===== config.mk =====
export PLATFORM = sky130hd
export DESIGN_NAME = muldiv_sequencer_flat
export DESIGN_NICKNAME = d
export VERILOG_FILES = /design/src/rtl/muldiv_sequencer_pkg.sv /design/src/rtl/muldiv_sequencer_if.sv /design/src/rtl/muldiv_sequencer_mdu_core.sv /design/src/rtl/muldiv_sequencer.sv /design/src/flat_wrapper.sv
export SDC_FILE = /design/constraint.sdc
export NUM_CORES = 1
export LEC_CHECK = 0
export ABC_AREA = 1
export CAP_MARGIN = 40
export CORE_MARGIN = 5
export CORE_UTILIZATION = 33
export DETAILED_ROUTE_END_ITERATION = 7
export DONT_BUFFER_PORTS = 1
export GPL_ROUTABILITY_DRIVEN = 0
export PLACE_DENSITY = 0.43
export SLEW_MARGIN = 20
export SYNTH_ARGS = -nofsm -noshare
export SYNTH_HDL_FRONTEND = slang
export SYNTH_HIERARCHICAL = 1
export SYNTH_SLANG_ARGS = --single-unit

===== constraint.sdc =====
create_clock -name clk -period 4.6 [get_ports clk]
set_input_delay 0.69 -clock clk [delete_from_list [all_inputs] [get_ports clk]]
set_output_delay 0.69 -clock clk [all_outputs]
set_load 0.05 [all_outputs]

===== src/rtl/muldiv_sequencer_pkg.sv =====
// Shared decode constants and FSM state type for the multiply/divide unit.
//   ALUOP_*   : EX-stage ALUop encodings
//   F_*       : R-type funct codes served by the unit
//   md_state_e: sequencer states
//   is_md_func: true for any HI/LO-class funct code
package muldiv_sequencer_pkg;

    localparam logic [1:0] ALUOP_MEM = 2'b00;
    localparam logic [1:0] ALUOP_BR  = 2'b01;
    localparam logic [1:0] ALUOP_R   = 2'b10;

    localparam logic [5:0] F_MFHI  = 6'h10;
    localparam logic [5:0] F_MTHI  = 6'h11;
    localparam logic [5:0] F_MFLO  = 6'h12;
    localparam logic [5:0] F_MTLO  = 6'h13;
    localparam logic [5:0] F_MULT  = 6'h18;
    localparam logic [5:0] F_MULTU = 6'h19;
    localparam logic [5:0] F_DIV   = 6'h1A;
    localparam logic [5:0] F_DIVU  = 6'h1B;

    typedef enum logic [1:0] {IDLE, MUL, DIV, FIX} md_state_e;

    function automatic logic is_md_func(input logic [5:0] f);
        return (f inside {[F_MFHI:F_MTLO], [F_MULT:F_DIVU]});
    endfunction

endpackage


===== src/rtl/muldiv_sequencer_if.sv =====
// EX-stage <-> multiply/divide unit bundle.
//   master : EX side (drives instruction fields, observes stall/result/HI/LO)
//   slave  : the multiply/divide unit
interface muldiv_sequencer_if #(parameter int WIDTH = 32);
    logic             ex_valid;
    logic [1:0]       alu_op;
    logic [5:0]       func;
    logic [WIDTH-1:0] rs_val;
    logic [WIDTH-1:0] rt_val;
    logic             ex_flush;
    logic             md_stall;
    logic             md_busy;
    logic [WIDTH-1:0] md_result;
    logic [WIDTH-1:0] hi_q;
    logic [WIDTH-1:0] lo_q;

    modport master (
        output ex_valid, alu_op, func, rs_val, rt_val, ex_flush,
        input  md_stall, md_busy, md_result, hi_q, lo_q
    );

    modport slave (
        input  ex_valid, alu_op, func, rs_val, rt_val, ex_flush,
        output md_stall, md_busy, md_result, hi_q, lo_q
    );
endinterface


===== src/rtl/muldiv_sequencer_mdu_core.sv =====
// Iterative unsigned datapath: shift-add multiply / restoring divide.
//   clk, rst  : clock, synchronous active-high reset
//   init      : load operands, counter = WIDTH-1
//   step      : perform one iteration
//   div_mode  : sampled at init; 1 = divide, 0 = multiply
//   a, b      : multiplicand/multiplier or dividend/divisor (magnitudes)
//   acc       : multiply -> 2*WIDTH product; divide -> {remainder, quotient}
//   done      : counter has reached zero (current step is the last one)
module mdu_core #(
    parameter int WIDTH = 32
) (
    input  logic               clk,
    input  logic               rst,
    input  logic               init,
    input  logic               step,
    input  logic               div_mode,
    input  logic [WIDTH-1:0]   a,
    input  logic [WIDTH-1:0]   b,
    output logic [2*WIDTH-1:0] acc,
    output logic               done
);
    localparam int CW = $clog2(WIDTH);

    logic [CW-1:0]    cnt;
    logic [WIDTH-1:0] opnd;
    logic             mode_div;
    logic [WIDTH:0]   mul_sum;
    logic [WIDTH:0]   div_part;
    logic [WIDTH+1:0] div_diff;

    // Multiply: acc = {partial product, remaining multiplier bits}; the LSB
    // selects whether the multiplicand is added before the right shift.
    // Divide: acc = {partial remainder, dividend bits / quotient bits}; the
    // next dividend bit is shifted into the remainder and the divisor is
    // trial-subtracted. The extra top bit of div_diff is the borrow.
    always_comb begin
        mul_sum  = {1'b0, acc[2*WIDTH-1:WIDTH]} + (acc[0] ? {1'b0, opnd} : '0);
        div_part = acc[2*WIDTH-1:WIDTH-1];
        div_diff = {1'b0, div_part} - {2'b00, opnd};
    end

    always_ff @(posedge clk) begin
        if (rst) begin
            cnt      <= '0;
            acc      <= '0;
            opnd     <= '0;
            mode_div <= 1'b0;
        end else if (init) begin
            cnt      <= CW'(WIDTH - 1);
            mode_div <= div_mode;
            opnd     <= div_mode ? b : a;
            acc      <= {{WIDTH{1'b0}}, (div_mode ? a : b)};
        end else if (step) begin
            if (cnt != '0)
                cnt <= cnt - 1'b1;
            if (mode_div) begin
                if (!div_diff[WIDTH+1])
                    acc <= {div_diff[WIDTH-1:0], acc[WIDTH-2:0], 1'b1};
                else
                    acc <= {acc[2*WIDTH-2:0], 1'b0};
            end else begin
                acc <= {mul_sum, acc[WIDTH-1:1]};
            end
        end
    end

    assign done = (cnt == '0);
endmodule


===== src/rtl/muldiv_sequencer.sv =====
// Multi-cycle multiply/divide unit beside the EX-stage ALU; owns HI/LO.
//   clk, rst : clock, synchronous active-high reset
//   bus      : slave side of muldiv_sequencer_if
//              in : ex_valid, alu_op, func, rs_val, rt_val, ex_flush
//              out: md_stall, md_busy, md_result (comb), hi_q, lo_q
// Decode, stall, sequencing FSM, sign fix-up and HI/LO live here; the
// iterative arithmetic is in mdu_core.
module muldiv_sequencer
    import muldiv_sequencer_pkg::*;
#(
    parameter int WIDTH = 32
) (
    input  logic              clk,
    input  logic              rst,
    muldiv_sequencer_if.slave bus
);
    md_state_e        state;
    logic             busy;
    logic [WIDTH-1:0] hi;
    logic [WIDTH-1:0] lo;
    logic [WIDTH-1:0] rs_raw;
    logic             op_div;
    logic             div_zero;
    logic             neg_q;
    logic             neg_r;

    logic               md_op;
    logic               accept;
    logic               signed_op;
    logic               rt_zero;
    logic [WIDTH-1:0]   abs_rs;
    logic [WIDTH-1:0]   abs_rt;
    logic               core_step;
    logic               core_done;
    logic [2*WIDTH-1:0] core_acc;
    logic [2*WIDTH-1:0] prod_fix;
    logic [WIDTH-1:0]   q_fix;
    logic [WIDTH-1:0]   r_fix;

    // funct[3] separates mult/div (0x18..0x1B) from moves (0x10..0x13);
    // funct[1] picks divide, funct[0] clear means signed.
    always_comb begin
        md_op     = bus.ex_valid && !bus.ex_flush && (bus.alu_op == ALUOP_R)
                    && is_md_func(bus.func);
        accept    = md_op && !busy && bus.func[3];
        signed_op = !bus.func[0];
        rt_zero   = (bus.rt_val == '0);
        abs_rs    = (signed_op && bus.rs_val[WIDTH-1]) ? (~bus.rs_val + 1'b1) : bus.rs_val;
        abs_rt    = (signed_op && bus.rt_val[WIDTH-1]) ? (~bus.rt_val + 1'b1) : bus.rt_val;
        core_step = (state == MUL) || (state == DIV);
        prod_fix  = neg_q ? (~core_acc + 1'b1) : core_acc;
        q_fix     = neg_q ? (~core_acc[WIDTH-1:0] + 1'b1) : core_acc[WIDTH-1:0];
        r_fix     = neg_r ? (~core_acc[2*WIDTH-1:WIDTH] + 1'b1) : core_acc[2*WIDTH-1:WIDTH];
    end

    mdu_core #(.WIDTH(WIDTH)) u_core (
        .clk      (clk),
        .rst      (rst),
        .init     (accept),
        .step     (core_step),
        .div_mode (bus.func[1]),
        .a        (abs_rs),
        .b        (abs_rt),
        .acc      (core_acc),
        .done     (core_done)
    );

    always_ff @(posedge clk) begin
        if (rst) begin
            state    <= IDLE;
            busy     <= 1'b0;
            hi       <= '0;
            lo       <= '0;
            rs_raw   <= '0;
            op_div   <= 1'b0;
            div_zero <= 1'b0;
            neg_q    <= 1'b0;
            neg_r    <= 1'b0;
        end else begin
            case (state)
                IDLE: begin
                    if (accept) begin
                        busy     <= 1'b1;
                        rs_raw   <= bus.rs_val;
                        op_div   <= bus.func[1];
                        div_zero <= bus.func[1] && rt_zero;
                        // neg_q: product sign for mult, quotient sign for div
                        neg_q    <= signed_op && (bus.rs_val[WIDTH-1] ^ bus.rt_val[WIDTH-1]);
                        neg_r    <= signed_op && bus.rs_val[WIDTH-1];
                        if (!bus.func[1])
                            state <= MUL;
                        else if (rt_zero)
                            state <= FIX;   // divide by zero skips the iterations
                        else
                            state <= DIV;
                    end else if (md_op && bus.func == F_MTHI) begin
                        hi <= bus.rs_val;
                    end else if (md_op && bus.func == F_MTLO) begin
                        lo <= bus.rs_val;
                    end
                end
                MUL, DIV: begin
                    if (core_done)
                        state <= FIX;
                end
                FIX: begin
                    if (!op_div) begin
                        {hi, lo} <= prod_fix;
                    end else if (div_zero) begin
                        hi <= rs_raw;
                        lo <= '1;
                    end else begin
                        hi <= r_fix;
                        lo <= q_fix;
                    end
                    state <= IDLE;
                    busy  <= 1'b0;
                end
                default: begin
                    state <= IDLE;
                    busy  <= 1'b0;
                end
            endcase
        end
    end

    assign bus.md_stall  = md_op && busy;
    assign bus.md_busy   = busy;
    assign bus.hi_q      = hi;
    assign bus.lo_q      = lo;
    assign bus.md_result = (md_op && !busy && bus.func == F_MFHI) ? hi :
                           (md_op && !busy && bus.func == F_MFLO) ? lo : '0;
endmodule

===== src/flat_wrapper.sv =====
// flat-port wrapper written by rule: the top's interface ports become plain ports
module muldiv_sequencer_flat import muldiv_sequencer_pkg::*;
#(
    parameter int WIDTH = 32
)
  (clk, rst, bus_ex_valid, bus_alu_op, bus_func, bus_rs_val, bus_rt_val, bus_ex_flush, bus_md_stall, bus_md_busy, bus_md_result, bus_hi_q, bus_lo_q);
  muldiv_sequencer_if #(.WIDTH(WIDTH)) bus_i ();
  input  logic clk;
  input  logic rst;
  input wire logic [$bits(bus_i.ex_valid)-1:0] bus_ex_valid;
  input wire logic [$bits(bus_i.alu_op)-1:0] bus_alu_op;
  input wire logic [$bits(bus_i.func)-1:0] bus_func;
  input wire logic [$bits(bus_i.rs_val)-1:0] bus_rs_val;
  input wire logic [$bits(bus_i.rt_val)-1:0] bus_rt_val;
  input wire logic [$bits(bus_i.ex_flush)-1:0] bus_ex_flush;
  output wire logic [$bits(bus_i.md_stall)-1:0] bus_md_stall;
  output wire logic [$bits(bus_i.md_busy)-1:0] bus_md_busy;
  output wire logic [$bits(bus_i.md_result)-1:0] bus_md_result;
  output wire logic [$bits(bus_i.hi_q)-1:0] bus_hi_q;
  output wire logic [$bits(bus_i.lo_q)-1:0] bus_lo_q;
  assign bus_i.ex_valid = bus_ex_valid;
  assign bus_i.alu_op = bus_alu_op;
  assign bus_i.func = bus_func;
  assign bus_i.rs_val = bus_rs_val;
  assign bus_i.rt_val = bus_rt_val;
  assign bus_i.ex_flush = bus_ex_flush;
  assign bus_md_stall = bus_i.md_stall;
  assign bus_md_busy = bus_i.md_busy;
  assign bus_md_result = bus_i.md_result;
  assign bus_hi_q = bus_i.hi_q;
  assign bus_lo_q = bus_i.lo_q;
  muldiv_sequencer #(.WIDTH(WIDTH)) u_core (.clk(clk), .rst(rst), .bus(bus_i));
endmodule

* After elaboration in Yosys (flattened, before gate mapping)
Index checks and enable logic that the tools add are counted.
Storage, ports and cells: output and inout bits 98, bits in registers 205
Cells by class: bitwise gates (word level) 6, eq/ne operators 14, reduce and logical (&&, ||, !) cells 36, mux-type cells 35, $add $sub $neg 8, magnitude comparators 4
Operators with widths (count):
- $mux W32 | 20
- $mux W64 | 3
- $add A32 B1 Y32 const B | 4
- $not A32 Y32 | 4
- $pmux W32 S2 | 2
- $add A64 B1 Y64 const B | 1
- $not A64 Y64 | 1
- $sub A33 B32 Y34 | 1
- $add A32 B32 Y33 | 1
- $logic_not A32 Y1 | 1
- $eq A6 B5 Y1 const B | 4
- $logic_and A1 B1 Y1 | 16
- $mux W5 | 3
- $ge A6 B5 Y1 const B | 2
- $le A6 B5 Y1 const B | 2
- $ne A2 B1 Y1 const B | 4
- $reduce_and A2 Y1 | 4
- $reduce_bool A2 Y1 | 4
- $eq A2 B2 Y1 const B | 3
- $mux W2 | 3
- $pmux W2 S3 | 1
- $logic_not A5 Y1 | 1
- $reduce_bool A5 Y1 | 1
- $sub A5 B1 Y5 const B | 1
- 11 further kinds | 16

* Longest topological paths before layout
word-level depth 9, depth in mapped cells 20

* Modules after synthesis
The synthesis kept the hierarchy.
Modules (own cells, without submodules):
- mdu_core | instances 1, area an instance 10431.3 um^2, cells each 1834
- muldiv_sequencer | instances 1, area an instance 9985.8 um^2, cells each 1769

* Worst setup path after synthesis
Ideal clock, no wire load.
path type input to output, start point in bus_func[4], end point out bus_md_result[12], slack 1.776 ns, cell stages on the path 9, path buffers 1, required time 3.910 ns, arrival time 2.134 ns, cells stage by stage inv_1 nor2_4 inv_2 nor3_4 nand2_2 nor3_4 buf_6 nand3_1 nand2_1
On the way: longest elaborated chain between the ends 8
RTL lines:
- from (decl) | RTL line flat_wrapper.sv:12 | input wire logic [$bits(bus_i.func)-1:0] bus_func;
- $ge A6 B5 Y1 or $le A6 B5 Y1 (tied branches) | RTL line muldiv_sequencer_pkg.sv:24 | return (f inside {[F_MFHI:F_MTLO], [F_MULT:F_DIVU]});
- $logic_and A1 B1 Y1 | RTL line muldiv_sequencer_pkg.sv:24
- $reduce_bool A2 Y1 | RTL line muldiv_sequencer_pkg.sv:24
- $logic_and A1 B1 Y1 | RTL line muldiv_sequencer.sv:44 | && is_md_func(bus.func);
- $logic_and A1 B1 Y1 | RTL line muldiv_sequencer.sv:131, muldiv_sequencer.sv:132
- $logic_and A1 B1 Y1 | RTL line muldiv_sequencer.sv:132 | (md_op && !busy && bus.func == F_MFLO) ? lo : '0;
- $mux W32 | RTL line muldiv_sequencer.sv:132
- $mux W32 (*) | RTL line muldiv_sequencer.sv:131 | assign bus.md_result = (md_op && !busy && bus.func == F_MFHI) ? hi :
- to (decl) | RTL line flat_wrapper.sv:18 | output wire logic [$bits(bus_i.md_result)-1:0] bus_md_result;
Mark *: on every way between the ends. The rest lies on a longest branch, timed or not.

* Worst setup path after layout
start point reg u_core.u_core.acc[0], end point reg u_core.u_core.acc[51]
On the way: longest elaborated chain between the ends 3
RTL lines:
- from (decl) | RTL line muldiv_sequencer_mdu_core.sv:19 | output logic [2*WIDTH-1:0] acc,
- from (signal assigned) | RTL line muldiv_sequencer_mdu_core.sv:52 | acc <= {{WIDTH{1'b0}}, (div_mode ? a : b)};
- from (signal assigned) | RTL line muldiv_sequencer_mdu_core.sv:58 | acc <= {div_diff[WIDTH-1:0], acc[WIDTH-2:0], 1'b1};
- from (signal assigned) | RTL line muldiv_sequencer_mdu_core.sv:60 | acc <= {acc[2*WIDTH-2:0], 1'b0};
- $mux W32 | RTL line muldiv_sequencer_mdu_core.sv:37 | mul_sum = {1'b0, acc[2*WIDTH-1:WIDTH]} + (acc[0] ? {1'b0, opnd} : '0);
- $add A32 B32 Y33 | RTL line muldiv_sequencer_mdu_core.sv:37
- $mux W64 | RTL line muldiv_sequencer_mdu_core.sv:56 | if (mode_div) begin
Every way passes these cells. A chain may end at the register's enable or synchronous reset.

==> results.json <==
{
  "status": "complete, no violations",
  "tightest_slew_ns": 0.8579,
  "cp.depth": 15,
  "final_nets": 3664,
  "worstReg2RegStart": "u_core/u_core/acc[0]",
  "synth.area.top_cells": "dfxtp_1 (20%), nand2_1 (16%), inv_1 (9.2%)",
  "cts-htree-levels": 1,
  "crit_top_cell": "nand2_1",
  "setup_ws_ns": 1.256,
  "crit_path_start_kind": "flip-flop",
  "finClkSkew_ns": 0.02977,
  "crit_required_ns": 5.08,
  "synth_cell_types": 58,
  "final_util_pct": 35.57,
  "setup_viol_count_final": 0,
  "clockBufferDepth": 3,
  "relSlewSlack_pct": 42.73,
  "first_pass_iters": 6,
  "ctsResizeCount": 0,
  "crit_arrival_ns": 3.83,
  "finalNonFillerCells": 4322,
  "p_per_area_nw_per_um2": 431.7,
  "antenna_found_initial": 2,
  "remaining_drc_errors": 0,
  "synth_edf_count": 0,
  "path_clk_slew_ns": 0.06,
  "hold_buffers": 0,
  "reg2regPathDepth": 15,
  "via_count": 23860,
  "fillers": 7034,
  "layout_commonest_cell": "nand2_1",
  "placed_area_um2": 20970,
  "ff_latch_area_um2": 4106,
  "grt_pass1_vias": 22300,
  "synth_top_cell_by_area": "dfxtp_1",
  "die_h_um": 258.7,
  "synthCells": 3603,
  "p_leak_nw": 10.65,
  "final-max-slew-violation-count": 0,
  "wire_per_inst_um": 22.88,
  "initial_core_util_pct": 33.21,
  "drive_gt1_share_pct": 5.294,
  "synth_nets": 3754,
  "ant_nets": 0,
  "crit_buf_inv": 4,
  "grt_max_degree": 104,
  "grt_setup_unrepaired": "false",
  "drt-total-wl_mm": 98.90,
  "fmax_mhz": 299.1,
  "track_usage_pct": 28.00,
  "hp-class": "in -> reg",
  "multi_input_area_um2": 13660,
  "cts_setup_buffers": 0,
  "peakVddDrop_mv": 0.3118,
  "syn_to_final_growth_pct": 7.115,
  "viasPerCell": 5.521,
  "ctsRootBufferMaster": "clkbuf_16",
  "crit_path_max_incr_delay_ns": 0.56,
  "port_buffers": 0,
  "dieArea_um2": 66940,
  "seq_area_frac_synth_pct": 20.10,
  "syn_area_um2": 20420,
  "overflow": 0,
  "pre_cts_ws_ns": 1.368,
  "pin_count": 174,
  "post-dp-hpwl_mm": 79.75,
  "dp_cells": 4272,
  "async_reset_ff_share_pct": 0,
  "crit_family": "simple AND/OR/NAND/NOR gates",
  "path_cells": "buf_4 -> nand2_1 -> inv_1 -> ha_1 -> nand2_1 -> nor2_1 -> inv_1 -> nor2_1 -> nand4_1 -> nand3_1 -> nand2_1 -> nand3_1 -> nand3_1 -> nand2_1 -> inv_1",
  "crit_slowest_cell": "dfxtp_1",
  "period_share_pct": 72.69,
  "coreArea_um2": 61480,
  "cts_tree": "built",
  "drtIter0Drc": 2803,
  "rows": 91,
  "yosysWarnings": 6,
  "cts_buffers": 28,
  "synth_top_area_share_pct": 20.10,
  "hp-start": "rst",
  "cp_max_fo": 24,
  "final_area_um2": 21870,
  "antenna_cells": 0,
  "grt_pass1_wl_mm": 144.0,
  "die_w_um": 258.7,
  "hold_depth": 1,
  "hold_violations": 0,
  "clock_sinks": 205,
  "syn_avg_cell_area_um2": 5.667,
  "min_period_ns": 3.344,
  "mostFrequentLayoutCells": "nand2_1 (846), inv_1 (497), nor2_1 (456), o21ai_0 (347), a21oi_1 (308)",
  "synth_flop_cell": "dfxtp_1",
  "fin_tns_setup_ns": 0,
  "crit_start": "u_core/u_core/acc[0]",
  "worstSkewPairLatency_ns": 0.59,
  "worstSetupPathType": "reg -> reg",
  "endpoint_kind": "flip-flop",
  "drv_cap": 0,
  "synth-seq-cells": 205
}
-- cell families after synthesis --
family | after synthesis | synth area share (%)
AO/OA/AOI/OAI | 771 | 20.33
flip-flops | 205 | 20.10
multiplexers | 1 | 0.04903
buffers and inverters | 672 | 13.05
XOR/XNOR | 93 | 3.989
AND/OR/NAND/NOR | 1786 | 37.80
adder cells (fa/ha/maj) | 75 | 4.670
-- flip-flops by register name, indices dropped and copies added (netlist names) --
name,flops
u_core/u_core/opnd,32
u_core/neg_q,1
u_core/bus.hi_q,32
u_core/div_zero,1
u_core/u_core/mode_div,1
u_core/neg_r,1
u_core/bus.md_busy,1
u_core/u_core/cnt,5
u_core/bus.lo_q,32
u_core/u_core/acc,64
u_core/state,2
u_core/op_div,1
u_core/rs_raw,32
-- synthesized netlist by cell type, types with 3 or more instances --
master,count
xnor2_1,27
xor2_1,66
or2_2,8
nor2_2,11
a21oi_2,4
a31oi_1,15
o31ai_1,4
o21ai_0,347
clkbuf_1,100
ha_1,73
nor4_1,8
nor2_4,6
buf_6,10
nand2_1,846
a21oi_1,308
o21bai_1,15
inv_2,16
nor3_2,7
nand2_2,29
nor3_1,28
nand3b_1,21
o21ai_2,4
inv_1,498
buf_2,30
o211ai_1,10
nor2_1,457
nand3_1,301
buf_1,13
dfxtp_1,205
nand3_2,8
nand4_1,35
o32ai_1,31
and2_1,6
o21ai_1,21
nor3_4,3
-- through the flow --
step	hold WS, ns	power (W)
2_1_floorplan	0.4388	0.005722
3_3_place_gp	0.4512	0.007157
3_5_place_dp	0.4618	0.007179
4_1_cts	0.1753	0.009366
5_1_grt	0.1915	0.01002
6_report	0.2022	0.009440
-- worst paths after layout --
path,to,slack [ns]
max,u_core/u_core/acc[51],1.26
min,u_core/u_core/cnt[0],0.20
max reg2reg,u_core/u_core/acc[51],1.26
min reg2reg,u_core/u_core/cnt[0],0.47
-- layer usage --
| layer | part of all wire (%) | vias up | track usage [%] | wire length (µm) |
|---|---|---|---|---|
| li1 | - | 11470 | - | - |
| met1 | 43 | 11210 | 37.88 | 42790 |
| met2 | 45 | 1006 | 45.69 | 44570 |
| met3 | 8.1 | 177 | 5.008 | 8022 |
| met4 | 3.5 | 2 | 8.440 | 3508 |
| met5 | 0.013 | - | 0 | 13 |
-- where the power goes --
part	internal (W)	total, W	switching, W
Combinational	0.00128	0.00450	0.00322
Clock	0.00126	0.00216	0.000898
Sequential	0.00202	0.00278	0.000763
-- layout make-up --
class,count,area share [%]
Inverter,517,8.919
Multi-Input combinational cell,2726,62.45
Tap cell,790,4.520
Clock buffer,47,3.948
Clock inverter,2,0.05721
Sequential cell,205,18.78
Timing Repair Buffer,35,1.327
-- worst register-to-register path, stage by stage, from the launching register on --
cell and delay, ns:
dfxtp_1 0.56, buf_4 0.39, nand2_1 0.10, inv_1 0.11
ha_1 0.26, nand2_1 0.16, nor2_1 0.23, inv_1 0.12
nor2_1 0.33, nand4_1 0.30, nand3_1 0.21, nand2_1 0.08
nand3_1 0.09, nand3_1 0.16, nand2_1 0.11, inv_1 0.04
Power figures use the tool's default switching activity.
